### config.mk
export PLATFORM = sky130hd
export DESIGN_NAME = fmul_arbiter_flat
export DESIGN_NICKNAME = d
export VERILOG_FILES = /design/src/rtl/fmul_arbiter_if.sv /design/src/rtl/fmul_arbiter.sv /design/src/flat_wrapper.sv
export SDC_FILE = /design/constraint.sdc
export NUM_CORES = 1
export LEC_CHECK = 0
export CORE_MARGIN = 2
export CORE_UTILIZATION = 50
export CTS_BUF_LIST = sky130_fd_sc_hd__clkbuf_8
export DETAILED_ROUTE_END_ITERATION = 8
export GPL_ROUTABILITY_DRIVEN = 0
export PLACE_DENSITY = 0.91
export SLEW_MARGIN = 10
export SYNTH_ARGS = -nofsm -noshare
export SYNTH_HDL_FRONTEND = slang
export SYNTH_SLANG_ARGS = --single-unit
### constraint.sdc
create_clock -name clk -period 4 [get_ports clk]
set_clock_uncertainty 0.05 [all_clocks]
set_input_delay 0.8 -clock clk [delete_from_list [all_inputs] [get_ports clk]]
set_output_delay 0.8 -clock clk [all_outputs]
set_load 0.05 [all_outputs]
### src/rtl/fmul_arbiter_if.sv
// rtl/fmul_arbiter_if.sv - request, response and fmul-side buses of the shared fmul arbiter
interface fmul_arbiter_if #(
    parameter int NREQ = 4
);
    logic [NREQ-1:0]    req_valid;
    logic [NREQ-1:0]    req_ready;
    logic [32*NREQ-1:0] req_a;
    logic [32*NREQ-1:0] req_b;
    logic [NREQ-1:0]    rsp_valid;
    logic [NREQ-1:0]    rsp_ready;
    logic [32*NREQ-1:0] rsp_data;
    logic [31:0]        fmul_a;
    logic [31:0]        fmul_b;
    logic               fmul_valid;
    logic [31:0]        fmul_result;
    logic               fmul_out_valid;

    modport slave (
        input  req_valid, req_a, req_b, rsp_ready, fmul_result, fmul_out_valid,
        output req_ready, rsp_valid, rsp_data, fmul_a, fmul_b, fmul_valid
    );

    modport master (
        output req_valid, req_a, req_b, rsp_ready, fmul_result, fmul_out_valid,
        input  req_ready, rsp_valid, rsp_data, fmul_a, fmul_b, fmul_valid
    );
endinterface

### src/rtl/fmul_arbiter.sv
// rtl/fmul_arbiter.sv - round-robin sharing of one pipelined fmul with credit-checked response FIFOs
// Optional macro FMUL_ARB_PERF_EN adds the perf_stall / perf_issued counters.
module fmul_arbiter #(
    parameter int NREQ       = 4,
    parameter int LAT        = 3,
    parameter int RESP_DEPTH = 2
) (
    input  logic          clk,
    input  logic          rst,
    fmul_arbiter_if.slave bus,
    output logic          busy,
`ifdef FMUL_ARB_PERF_EN
    output logic [31:0]   perf_stall,
    output logic [31:0]   perf_issued,
`endif
    output logic          err
);
    localparam int IW = (NREQ > 1) ? $clog2(NREQ) : 1;
    localparam int CW = $clog2(RESP_DEPTH + 1);
    localparam int PW = (RESP_DEPTH > 1) ? $clog2(RESP_DEPTH) : 1;

    logic [IW-1:0]  rr_q, rr_d;
    logic           iss_valid_q, iss_valid_d;
    logic [IW-1:0]  iss_tag_q, iss_tag_d;
    logic [31:0]    iss_a_q, iss_a_d, iss_b_q, iss_b_d;
    logic [LAT-1:0] pipe_valid_q, pipe_valid_d;
    logic [IW-1:0]  pipe_tag_q [LAT];
    logic [IW-1:0]  pipe_tag_d [LAT];
    logic           cap_valid_q, cap_valid_d, cap_push_q, cap_push_d;
    logic [IW-1:0]  cap_tag_q, cap_tag_d;
    logic [31:0]    cap_data_q, cap_data_d;
    logic [CW-1:0]  inflight_q [NREQ];
    logic [CW-1:0]  inflight_d [NREQ];
    logic [CW-1:0]  count_q [NREQ];
    logic [CW-1:0]  count_d [NREQ];
    logic [PW-1:0]  wptr_q [NREQ];
    logic [PW-1:0]  wptr_d [NREQ];
    logic [PW-1:0]  rptr_q [NREQ];
    logic [PW-1:0]  rptr_d [NREQ];
    logic [31:0]    mem_q [NREQ][RESP_DEPTH];
    logic [31:0]    mem_d [NREQ][RESP_DEPTH];
    logic           err_q, err_d;

    logic [NREQ-1:0] eligible, grant, push, pop;
    logic            grant_any;
    logic [IW-1:0]   grant_idx;

    function automatic logic [IW-1:0] rr_index(input logic [IW-1:0] base, input int k);
        int s;
        s = int'(base) + k;
        if (s >= NREQ) s = s - NREQ;
        return IW'(s);
    endfunction

    function automatic logic [PW-1:0] ptr_inc(input logic [PW-1:0] p);
        return (p == PW'(RESP_DEPTH - 1)) ? '0 : p + 1'b1;
    endfunction

    // A requester may only issue while every result it has outstanding already owns a FIFO slot.
    always_comb begin
        eligible = '0;
        for (int i = 0; i < NREQ; i++) begin
            eligible[i] = bus.req_valid[i] &&
                (({1'b0, inflight_q[i]} + {1'b0, count_q[i]}) < (CW+1)'(RESP_DEPTH));
        end
    end

    always_comb begin
        grant     = '0;
        grant_any = 1'b0;
        grant_idx = '0;
        for (int k = 0; k < NREQ; k++) begin
            if (!grant_any && eligible[rr_index(rr_q, k)]) begin
                grant_any = 1'b1;
                grant_idx = rr_index(rr_q, k);
            end
        end
        if (grant_any) grant[grant_idx] = 1'b1;
    end

    always_comb begin
        rr_d        = rr_q;
        iss_valid_d = grant_any;
        iss_tag_d   = iss_tag_q;
        iss_a_d     = iss_a_q;
        iss_b_d     = iss_b_q;
        if (grant_any) begin
            rr_d      = (grant_idx == IW'(NREQ - 1)) ? '0 : grant_idx + 1'b1;
            iss_tag_d = grant_idx;
            iss_a_d   = bus.req_a[32*grant_idx +: 32];
            iss_b_d   = bus.req_b[32*grant_idx +: 32];
        end

        pipe_valid_d    = '0;
        pipe_tag_d      = pipe_tag_q;
        pipe_valid_d[0] = iss_valid_q;
        pipe_tag_d[0]   = iss_tag_q;
        for (int s = 1; s < LAT; s++) begin
            pipe_valid_d[s] = pipe_valid_q[s-1];
            pipe_tag_d[s]   = pipe_tag_q[s-1];
        end

        // Results are registered once before the FIFO write; that slot still counts as in flight.
        cap_valid_d = pipe_valid_q[LAT-1];
        cap_push_d  = pipe_valid_q[LAT-1] & bus.fmul_out_valid;
        cap_tag_d   = pipe_tag_q[LAT-1];
        cap_data_d  = bus.fmul_result;
        err_d       = err_q | (pipe_valid_q[LAT-1] ^ bus.fmul_out_valid);
    end

    always_comb begin
        push       = '0;
        pop        = '0;
        inflight_d = inflight_q;
        count_d    = count_q;
        wptr_d     = wptr_q;
        rptr_d     = rptr_q;
        mem_d      = mem_q;
        for (int i = 0; i < NREQ; i++) begin
            push[i]       = cap_push_q && (cap_tag_q == IW'(i));
            pop[i]        = bus.rsp_ready[i] && (count_q[i] != '0);
            inflight_d[i] = inflight_q[i] + CW'(grant[i])
                            - CW'(cap_valid_q && (cap_tag_q == IW'(i)));
            count_d[i]    = count_q[i] + CW'(push[i]) - CW'(pop[i]);
            if (push[i]) begin
                mem_d[i][wptr_q[i]] = cap_data_q;
                wptr_d[i]           = ptr_inc(wptr_q[i]);
            end
            if (pop[i]) rptr_d[i] = ptr_inc(rptr_q[i]);
        end
    end

    always_comb begin
        bus.rsp_valid = '0;
        bus.rsp_data  = '0;
        busy          = iss_valid_q;
        for (int i = 0; i < NREQ; i++) begin
            bus.rsp_valid[i]          = (count_q[i] != '0);
            bus.rsp_data[32*i +: 32]  = mem_q[i][rptr_q[i]];
            busy                      = busy | (inflight_q[i] != '0) | (count_q[i] != '0);
        end
    end

    assign bus.req_ready  = grant;
    assign bus.fmul_a     = iss_a_q;
    assign bus.fmul_b     = iss_b_q;
    assign bus.fmul_valid = iss_valid_q;
    assign err            = err_q;

    always_ff @(posedge clk) begin
        if (rst) begin
            rr_q         <= '0;
            iss_valid_q  <= 1'b0;
            iss_tag_q    <= '0;
            iss_a_q      <= '0;
            iss_b_q      <= '0;
            pipe_valid_q <= '0;
            cap_valid_q  <= 1'b0;
            cap_push_q   <= 1'b0;
            cap_tag_q    <= '0;
            cap_data_q   <= '0;
            err_q        <= 1'b0;
            for (int s = 0; s < LAT; s++) pipe_tag_q[s] <= '0;
            for (int i = 0; i < NREQ; i++) begin
                inflight_q[i] <= '0;
                count_q[i]    <= '0;
                wptr_q[i]     <= '0;
                rptr_q[i]     <= '0;
                for (int j = 0; j < RESP_DEPTH; j++) mem_q[i][j] <= '0;
            end
        end else begin
            rr_q         <= rr_d;
            iss_valid_q  <= iss_valid_d;
            iss_tag_q    <= iss_tag_d;
            iss_a_q      <= iss_a_d;
            iss_b_q      <= iss_b_d;
            pipe_valid_q <= pipe_valid_d;
            pipe_tag_q   <= pipe_tag_d;
            cap_valid_q  <= cap_valid_d;
            cap_push_q   <= cap_push_d;
            cap_tag_q    <= cap_tag_d;
            cap_data_q   <= cap_data_d;
            err_q        <= err_d;
            inflight_q   <= inflight_d;
            count_q      <= count_d;
            wptr_q       <= wptr_d;
            rptr_q       <= rptr_d;
            mem_q        <= mem_d;
        end
    end

    for (genvar gi = 0; gi < NREQ; gi++) begin : g_chk
        a_no_push_when_full: assert property (@(posedge clk) disable iff (rst)
            !(push[gi] && (count_q[gi] == CW'(RESP_DEPTH))));
    end

`ifdef FMUL_ARB_PERF_EN
    logic [31:0] perf_stall_q, perf_stall_d, perf_issued_q, perf_issued_d;

    // With a request pending, the only reason for no grant is exhausted credits.
    always_comb begin
        perf_stall_d = perf_stall_q;
        if ((|bus.req_valid) && !grant_any && (perf_stall_q != '1))
            perf_stall_d = perf_stall_q + 32'd1;
        perf_issued_d = perf_issued_q + {31'b0, grant_any};
    end

    always_ff @(posedge clk) begin
        if (rst) begin
            perf_stall_q  <= '0;
            perf_issued_q <= '0;
        end else begin
            perf_stall_q  <= perf_stall_d;
            perf_issued_q <= perf_issued_d;
        end
    end

    assign perf_stall  = perf_stall_q;
    assign perf_issued = perf_issued_q;
`endif
endmodule

### src/flat_wrapper.sv
// flat-port wrapper written by rule: the top's interface ports become plain ports
module fmul_arbiter_flat 
#(
    parameter int NREQ       = 4,
    parameter int LAT        = 3,
    parameter int RESP_DEPTH = 2
)
  (clk, rst, busy, err, bus_req_valid, bus_req_a, bus_req_b, bus_rsp_ready, bus_fmul_result, bus_fmul_out_valid, bus_req_ready, bus_rsp_valid, bus_rsp_data, bus_fmul_a, bus_fmul_b, bus_fmul_valid);
  fmul_arbiter_if #(.NREQ(NREQ)) bus_i ();
  input  logic clk;
  input  logic rst;
  output logic busy;
  output logic err;
  input wire logic [$bits(bus_i.req_valid)-1:0] bus_req_valid;
  input wire logic [$bits(bus_i.req_a)-1:0] bus_req_a;
  input wire logic [$bits(bus_i.req_b)-1:0] bus_req_b;
  input wire logic [$bits(bus_i.rsp_ready)-1:0] bus_rsp_ready;
  input wire logic [$bits(bus_i.fmul_result)-1:0] bus_fmul_result;
  input wire logic [$bits(bus_i.fmul_out_valid)-1:0] bus_fmul_out_valid;
  output wire logic [$bits(bus_i.req_ready)-1:0] bus_req_ready;
  output wire logic [$bits(bus_i.rsp_valid)-1:0] bus_rsp_valid;
  output wire logic [$bits(bus_i.rsp_data)-1:0] bus_rsp_data;
  output wire logic [$bits(bus_i.fmul_a)-1:0] bus_fmul_a;
  output wire logic [$bits(bus_i.fmul_b)-1:0] bus_fmul_b;
  output wire logic [$bits(bus_i.fmul_valid)-1:0] bus_fmul_valid;
  assign bus_i.req_valid = bus_req_valid;
  assign bus_i.req_a = bus_req_a;
  assign bus_i.req_b = bus_req_b;
  assign bus_i.rsp_ready = bus_rsp_ready;
  assign bus_i.fmul_result = bus_fmul_result;
  assign bus_i.fmul_out_valid = bus_fmul_out_valid;
  assign bus_req_ready = bus_i.req_ready;
  assign bus_rsp_valid = bus_i.rsp_valid;
  assign bus_rsp_data = bus_i.rsp_data;
  assign bus_fmul_a = bus_i.fmul_a;
  assign bus_fmul_b = bus_i.fmul_b;
  assign bus_fmul_valid = bus_i.fmul_valid;
  fmul_arbiter #(.NREQ(NREQ), .LAT(LAT), .RESP_DEPTH(RESP_DEPTH)) u_core (.clk(clk), .rst(rst), .bus(bus_i), .busy(busy), .err(err));
endmodule
---- After elaboration in Yosys (flattened, before gate mapping) ----
Index checks and enable logic that the tools add are counted.
word-level totals
  flip-flop bits (word level) ............. 395
  input bits .............................. 299
  output and inout port bits .............. 203
  logic and storage cells ................. 217
cells by class
  $add $sub $neg .......................... 36
  magnitude comparators ................... 26
  equality and inequality tests ........... 4
  shifts and indexed selects .............. 2
  mux-type cells .......................... 56
  bitwise operators ....................... 19
  reduce and logical (&&, ||, !) cells .... 36
operators with widths
  cell                                                                          number
  32-bit two-way mux                                                            16
  64-bit bitwise mux                                                            4
  128-bit by 8-bit variable part select with 32-bit output                      2
  32-bit demux with 1-bit select                                                4
  1-bit logical AND                                                             24
  2-bit two-way mux                                                             9
  1-bit two-way mux                                                             17
  2-bit by 1-bit adder with 2-bit output                                        8
  2-bit >= comparator, second input constant                                    8
  1-bit inverter with 2-bit output                                              8
  2-bit nonzero test                                                            8
  2-bit by 1-bit subtractor with 2-bit output                                   8
  2-bit by 3-bit less-than comparator with 1-bit output, second input constant  5
  2-bit by 2-bit adder with 3-bit output                                        4
  3-bit by 2-bit less-than comparator with 1-bit output, second input constant  4
  3-bit >= comparator, second input constant                                    3
  1-bit OR                                                                      9
  1-bit adder, second input constant                                            8
  1-bit binary-select mux with 2-bit select                                     4
  2-bit by 1-bit less-than comparator with 1-bit output, second input constant  4
  2-bit by 1-bit subtractor with 2-bit output, second input constant            4
  2-bit by 2-bit adder with 3-bit output, second input constant                 2
  2-bit == test, second input constant                                          3
  4-bit two-way mux                                                             1
  10 further kinds                                                              12

---- Longest topological paths before layout ----
  depth in word-level cells ............... 22
  mapped depth ............................ 16
  gate-level depth less buffers ........... 14

---- Worst setup path after synthesis ----
No wires, ideal clock.
  path type ............................... register to output
  start ................................... register u_core.count_q[0] (netlist bit)
  end ..................................... output bus_req_ready[0]
  arrival time ............................ 2.692 ns
  required time ........................... 3.150 ns
  path slack .............................. 0.458 ns
  cell stages (with the launch flop) ...... 12
  path buffers ............................ 2
  cell sequence ........................... dfxtp_1 > and2_1 > fa_1 > or3b_1 > buf_2 > a32o_1 > nor3_4 > inv_2 > clkbuf_1 > ha_1 > nand2_1 > inv_1
on the way
  word-level cells in the longest chain between the ends .. 20
  elaborated cells on any way between the ends .. 31
  those cells by class .................... add/sub: 1; order compare: 3; mux: 19; reduce/logical: 8
ends and longest elaborated chain
  what                                                                                                                                                  line                 RTL
  start, declared                                                                                                                                       fmul_arbiter.sv:34   logic [CW-1:0] count_q [NREQ];
  start signal, assigned                                                                                                                                fmul_arbiter.sv:185  count_q <= count_d;
  2-bit by 2-bit adder with 3-bit output *                                                                                                              fmul_arbiter.sv:64   (({1'b0, inflight_q[i]} + {1'b0, count_q[i]}) < (CW+1)'(RESP_DEPTH));
  3-bit by 2-bit less-than comparator with 1-bit output *                                                                                               fmul_arbiter.sv:64
  1-bit logical AND *                                                                                                                                   fmul_arbiter.sv:63   eligible[i] = bus.req_valid[i] &&
  1-bit binary-select mux with 2-bit select                                                                                                             fmul_arbiter.sv:73   if (!grant_any && eligible[rr_index(rr_q, k)]) begin
  1-bit two-way mux (implied by the code)                                                                                                               fmul_arbiter.sv:73
  1-bit two-way mux                                                                                                                                     fmul_arbiter.sv:73
  1-bit zero test                                                                                                                                       fmul_arbiter.sv:73
  1-bit logical AND                                                                                                                                     fmul_arbiter.sv:73
  [5 not listed]                                                                                                                                        -
  1-bit logical AND                                                                                                                                     fmul_arbiter.sv:73
  2-bit two-way mux *                                                                                                                                   fmul_arbiter.sv:73
  named net u_core.grant_idx[0]                                                                                                                         fmul_arbiter.sv:46   logic [IW-1:0] grant_idx;
  2-bit by 3-bit less-than comparator with 1-bit output (implied by the code) / 2-bit by 1-bit >= comparator with 1-bit output (equally long branches)  fmul_arbiter.sv:78   if (grant_any) grant[grant_idx] = 1'b1;
  1-bit logical AND (implied by the code)                                                                                                               fmul_arbiter.sv:78
  1-bit two-way mux (implied by the code)                                                                                                               fmul_arbiter.sv:78
  1-bit demux with 2-bit select *                                                                                                                       -
  4-bit two-way mux *                                                                                                                                   fmul_arbiter.sv:78
  end, declared                                                                                                                                         flat_wrapper.sv:20   output wire logic [$bits(bus_i.req_ready)-1:0] bus_req_ready;
The timed path passes the listed nets; every way through them passes the cells marked *. The select of a mux whose other input is x is not followed.

---- Final worst setup path ----
  start ................................... register u_core.inflight_q[2] (netlist bit)
  end ..................................... output bus_req_ready[1]
on the way
  word-level cells in the longest chain between the ends .. 20
  elaborated cells on any way between the ends .. 31
  those cells by class .................... add/sub: 1; order compare: 3; mux: 19; reduce/logical: 8
ends and longest elaborated chain
  what                                                                                                                                                  line                 RTL
  start, declared                                                                                                                                       fmul_arbiter.sv:32   logic [CW-1:0] inflight_q [NREQ];
  start signal, assigned                                                                                                                                fmul_arbiter.sv:184  inflight_q <= inflight_d;
  2-bit by 2-bit adder with 3-bit output *                                                                                                              fmul_arbiter.sv:64
  3-bit by 2-bit less-than comparator with 1-bit output *                                                                                               fmul_arbiter.sv:64
  1-bit logical AND *                                                                                                                                   fmul_arbiter.sv:63
  1-bit binary-select mux with 2-bit select                                                                                                             fmul_arbiter.sv:73
  1-bit two-way mux (implied by the code)                                                                                                               fmul_arbiter.sv:73
  1-bit two-way mux                                                                                                                                     fmul_arbiter.sv:73
  1-bit zero test                                                                                                                                       fmul_arbiter.sv:73
  1-bit logical AND                                                                                                                                     fmul_arbiter.sv:73
  [5 not listed]                                                                                                                                        -
  1-bit logical AND                                                                                                                                     fmul_arbiter.sv:73
  2-bit two-way mux *                                                                                                                                   fmul_arbiter.sv:73
  named net u_core.grant_idx[0]                                                                                                                         fmul_arbiter.sv:46
  2-bit by 3-bit less-than comparator with 1-bit output (implied by the code) / 2-bit by 1-bit >= comparator with 1-bit output (equally long branches)  fmul_arbiter.sv:78
  1-bit logical AND (implied by the code)                                                                                                               fmul_arbiter.sv:78
  1-bit two-way mux (implied by the code)                                                                                                               fmul_arbiter.sv:78
  1-bit demux with 2-bit select *                                                                                                                       -
  4-bit two-way mux *                                                                                                                                   fmul_arbiter.sv:78
Marks and branches as above.

==> results.py <==
metrics = {
    "yosys": {
        "synth_seq_cells": 395,
        "synth_top_cell_area_share_pct": 43.5,
        "synthTopCellsByArea": "dfxtp_1 (44%), nand2_1 (12%), mux2_2 (7.9%)",
        "synth_area_um2": 18200,
        "synthCells": 2132,
        "ys_warn_count": 0,
        "postSynth.asyncResetShare_pct": 0,
        "synth_ff_type": "dfxtp_1",
        "synth_largest_area_cell": "dfxtp_1",
        "synthesis.nets": 2456,
        "avgSynthCellArea_um2": 8.53,
        "synth_edf_count": 0,
        "synthMostInstantiatedCell": "nand2_1",
        "ys_top_cells_by_count": "nand2_1 (592), dfxtp_1 (395), a21oi_1 (263)",
        "synth_seq_area_share_pct": 43.5,
        "yosysUniqueCellTypes": 54,
    },
    "outcome": {
        "violations": "setup timing",
        "status": "finished, violations left",
    },
    "timing": {
        "tightest_slew_ns": 1.00,
        "clock.fmax_mhz": 246,
        "rsz0062_at_grt": "yes",
        "fin_crit_ns": 4.07,
        "setup_tns_ns": -0.190,
        "layout_setup_ws_ns": -0.0664,
        "hold_violations": 0,
        "drv_slew": 0,
        "setup_viol": 4,
        "slew_headroom_pct": 33.2,
        "final.period_utilization_pct": 102,
    },
    "layout": {
        "register_area_um2": 7920,
        "syn2layout_area_growth_pct": 37.4,
        "fin_nets": 2852,
        "final_util_pct": 70.0,
        "multi_input_area_um2": 9260,
        "drive_gt1_share_pct": 15.3,
        "instances_no_fill": 3060,
        "fillers": 2459,
    },
    "clock_network": {
        "clkSlewWorstSetupHoldPaths_ns": 0.08,
        "cts_max_level": 3,
        "numCtsBuffers": 68,
        "cts_sinks": 395,
        "clock_path_buffers": 3,
        "tritoncts": "built",
        "cts-root-buf": "clkbuf_8",
        "clk_latency_ns": 0.60,
    },
    "hold_path": {
        "holdPathStages": 1,
        "holdCritPathClass": "reg -> reg",
    },
    "power": {
        "ir_drop_mv": 0.493,
        "p_leak_nw": 8.98,
        "p_per_area_nw_per_um2": 588,
        "p_total_mw": 14.7,
    },
    "setup_path": {
        "cp_data_required_time_ns": 3.15,
        "critical-path-slowest-cell": "fa_1",
        "crit_family": "simple AND/OR/NAND/NOR gates",
        "cp-start-kind": "flop",
        "cp.arrival_ns": 3.22,
        "path_buf_inv": 3,
        "crit_type": "reg -> out",
        "cp_cell_sequence": "and2_1 -> fa_1 -> nor4b_4 -> o2bb2ai_4 -> nor3_4 -> buf_6 -> ha_4 -> nand2_2 -> inv_2 -> buf_8",
        "end_kind": "primary output",
        "crit_fanout": 3,
        "r2r_cells": 10,
        "max_stage_delay_ns": 0.64,
        "worst-path-stages": 10,
    },
    "floorplan": {
        "core_area_um2": 35700,
        "start_util_pct": 51.0,
        "ios": 502,
        "die-area_um2": 37900,
        "row_count": 69,
        "die_h_um": 195,
        "die_w_um": 195,
    },
    "place": {
        "port_buffers": 501,
        "dp_hpwl_mm": 47.4,
        "dpl.cell_count": 2906,
    },
    "global_routing": {
        "grt_pass1_vias": 18604,
        "grt.overflow.total": 0,
        "grt_max_degree": 133,
        "antenna_found_initial": 21,
        "grt_usage_pct": 36.3,
        "grt_pass1_wl_mm": 107,
    },
    "route": {
        "drt_iter0_markers": 2286,
        "antenna_left": 0,
        "route.detailed.drc": 0,
        "via_count": 19022,
        "routed_via_density": 6.22,
        "avgRoutedWirePerCell_um": 23.8,
        "first_pass_iters": 8,
        "wirelength_mm": 72.8,
    },
    "job": {
        "cap_violations": 0,
    },
}
## routing by layer
metal / wire (µm) / vias to the layer above / part of all wire, % / GRT usage [%]
li1: - / 8221 / - / -
met1: 25400 / 8976 / 35 / 41.7
met2: 33700 / 1487 / 46 / 57.0
met3: 8350 / 338 / 11 / 10.8
met4: 5350 / 0 / 7.3 / 28.1
met5: 0 / - / 0 / 0
## area by class of cell
class	instances	area share, %
Timing Repair Buffer	560	22.4
Multi-Input combinational cell	1481	37.1
Antenna cell	19	0.190
Sequential cell	395	31.7
Clock inverter	34	1.12
Inverter	22	0.341
Tap cell	461	2.31
Clock buffer	88	4.85
## path summary, 6_finish.rpt
kind / start / end / slack, ns
setup / recovery: u_core.inflight_q[2]$_SDFF_PP0_ / bus_req_ready[1] / -0.07
hold / removal: u_core.pipe_tag_d[1]$_SDFF_PP0_ / u_core.cap_tag_d[1]$_SDFF_PP0_ / 0.37
setup reg to reg: u_core.inflight_q[2]$_SDFF_PP0_ / u_core.bus.fmul_b[28]$_SDFFE_PP0N_ / 0.34
hold reg to reg: u_core.pipe_tag_d[1]$_SDFF_PP0_ / u_core.cap_tag_d[1]$_SDFF_PP0_ / 0.37
## sequential cells by signal, indices dropped and copies added, names as in the netlist
register / cells
u_core.err: 1
u_core.cap_tag_d: 2
u_core.inflight_q: 8
u_core.iss_tag_q: 2
u_core.cap_tag_q: 2
u_core.bus.fmul_valid: 1
u_core.bus.fmul_b: 32
u_core.cap_data_q: 32
u_core.wptr_q: 4
u_core.cap_valid_q: 1
u_core.count_q: 8
u_core.bus.fmul_a: 32
u_core.cap_push_q: 1
u_core.rr_q: 2
u_core.rptr_q: 4
u_core.pipe_valid_q: 3
u_core.mem_q: 256
u_core.pipe_tag_d: 4
## per-stage QoR
stage                     hold slack [ns]  worst slack, ns  cell area, µm²
final                               0.366          -0.0664           25000
after global routing                0.393           -0.105           25000
after CTS                           0.375           0.0100           24800
after detailed placement            0.373            0.133           23200
after global placement              0.366            0.254           23200
after floorplan                     0.364            0.458           18200
## what timing repair did
item,CTS,global route
setup buffers,5,8
pin swaps,5,12
endpoints found under the setup margin,4,4
hold buffers,0,0
gates resized for setup,5,31
## worst reg2reg max path: stages, from the launching register on
cell and delay, ns:
dfxtp_1 0.35, and2_1 0.19, fa_1 0.64, nor3b_4 0.28, nor2_1 0.11, a311oi_4 0.36, buf_6 0.17, buf_4 0.11
buf_4 0.69, o221ai_1 0.41, a31oi_1 0.23
## logic make-up (layout without fill, tap and decap cells)
| logic type | Yosys count | in the layout | synth area share [%] |
|---|---|---|---|
| xor gates and xnor gates | 20 | 20 | 0.964 |
| buffers and inverters | 256 | 704 | 6.51 |
| DFF | 395 | 395 | 43.5 |
| muxes | 128 | 128 | 7.93 |
| AOI/OAI and AO/OA | 526 | 526 | 20.5 |
| other | 0 | 19 | 0 |
| and+or+nand+nor | 782 | 782 | 18.7 |
| adders and majority gates | 25 | 25 | 1.89 |
## report_power, final
part | switching [mW] | total, mW | internal [mW] | leakage [nW]
registers | 0.392 | 4.72 | 4.33 | 3.21
logic | 3.77 | 6.00 | 2.23 | 4.92
clock network | 1.72 | 3.97 | 2.25 | 0.840
total | 5.89 | 14.7 | 8.80 | 8.98
## placed cells by master, fill, tap and decap left out, types with 5 or more instances in the layout
cell type,n
nor2b_1,54
clkinv_2,5
clkdlybuf4s50_1,496
a21oi_1,263
o31ai_1,63
diode_2,19
buf_4,48
buf_12,9
a211o_1,63
dfxtp_1,387
xnor2_1,12
nor2_1,20
xor2_1,8
clkbuf_8,88
o221ai_2,50
nand2_1,587
mux2_2,128
buf_6,5
nand4_1,63
a31oi_1,64
or2_2,5
nand2_2,5
ha_1,17
inv_1,37
o221ai_1,13
and2_1,11
dfxtp_2,8
Power figures use the tool's default switching activity.
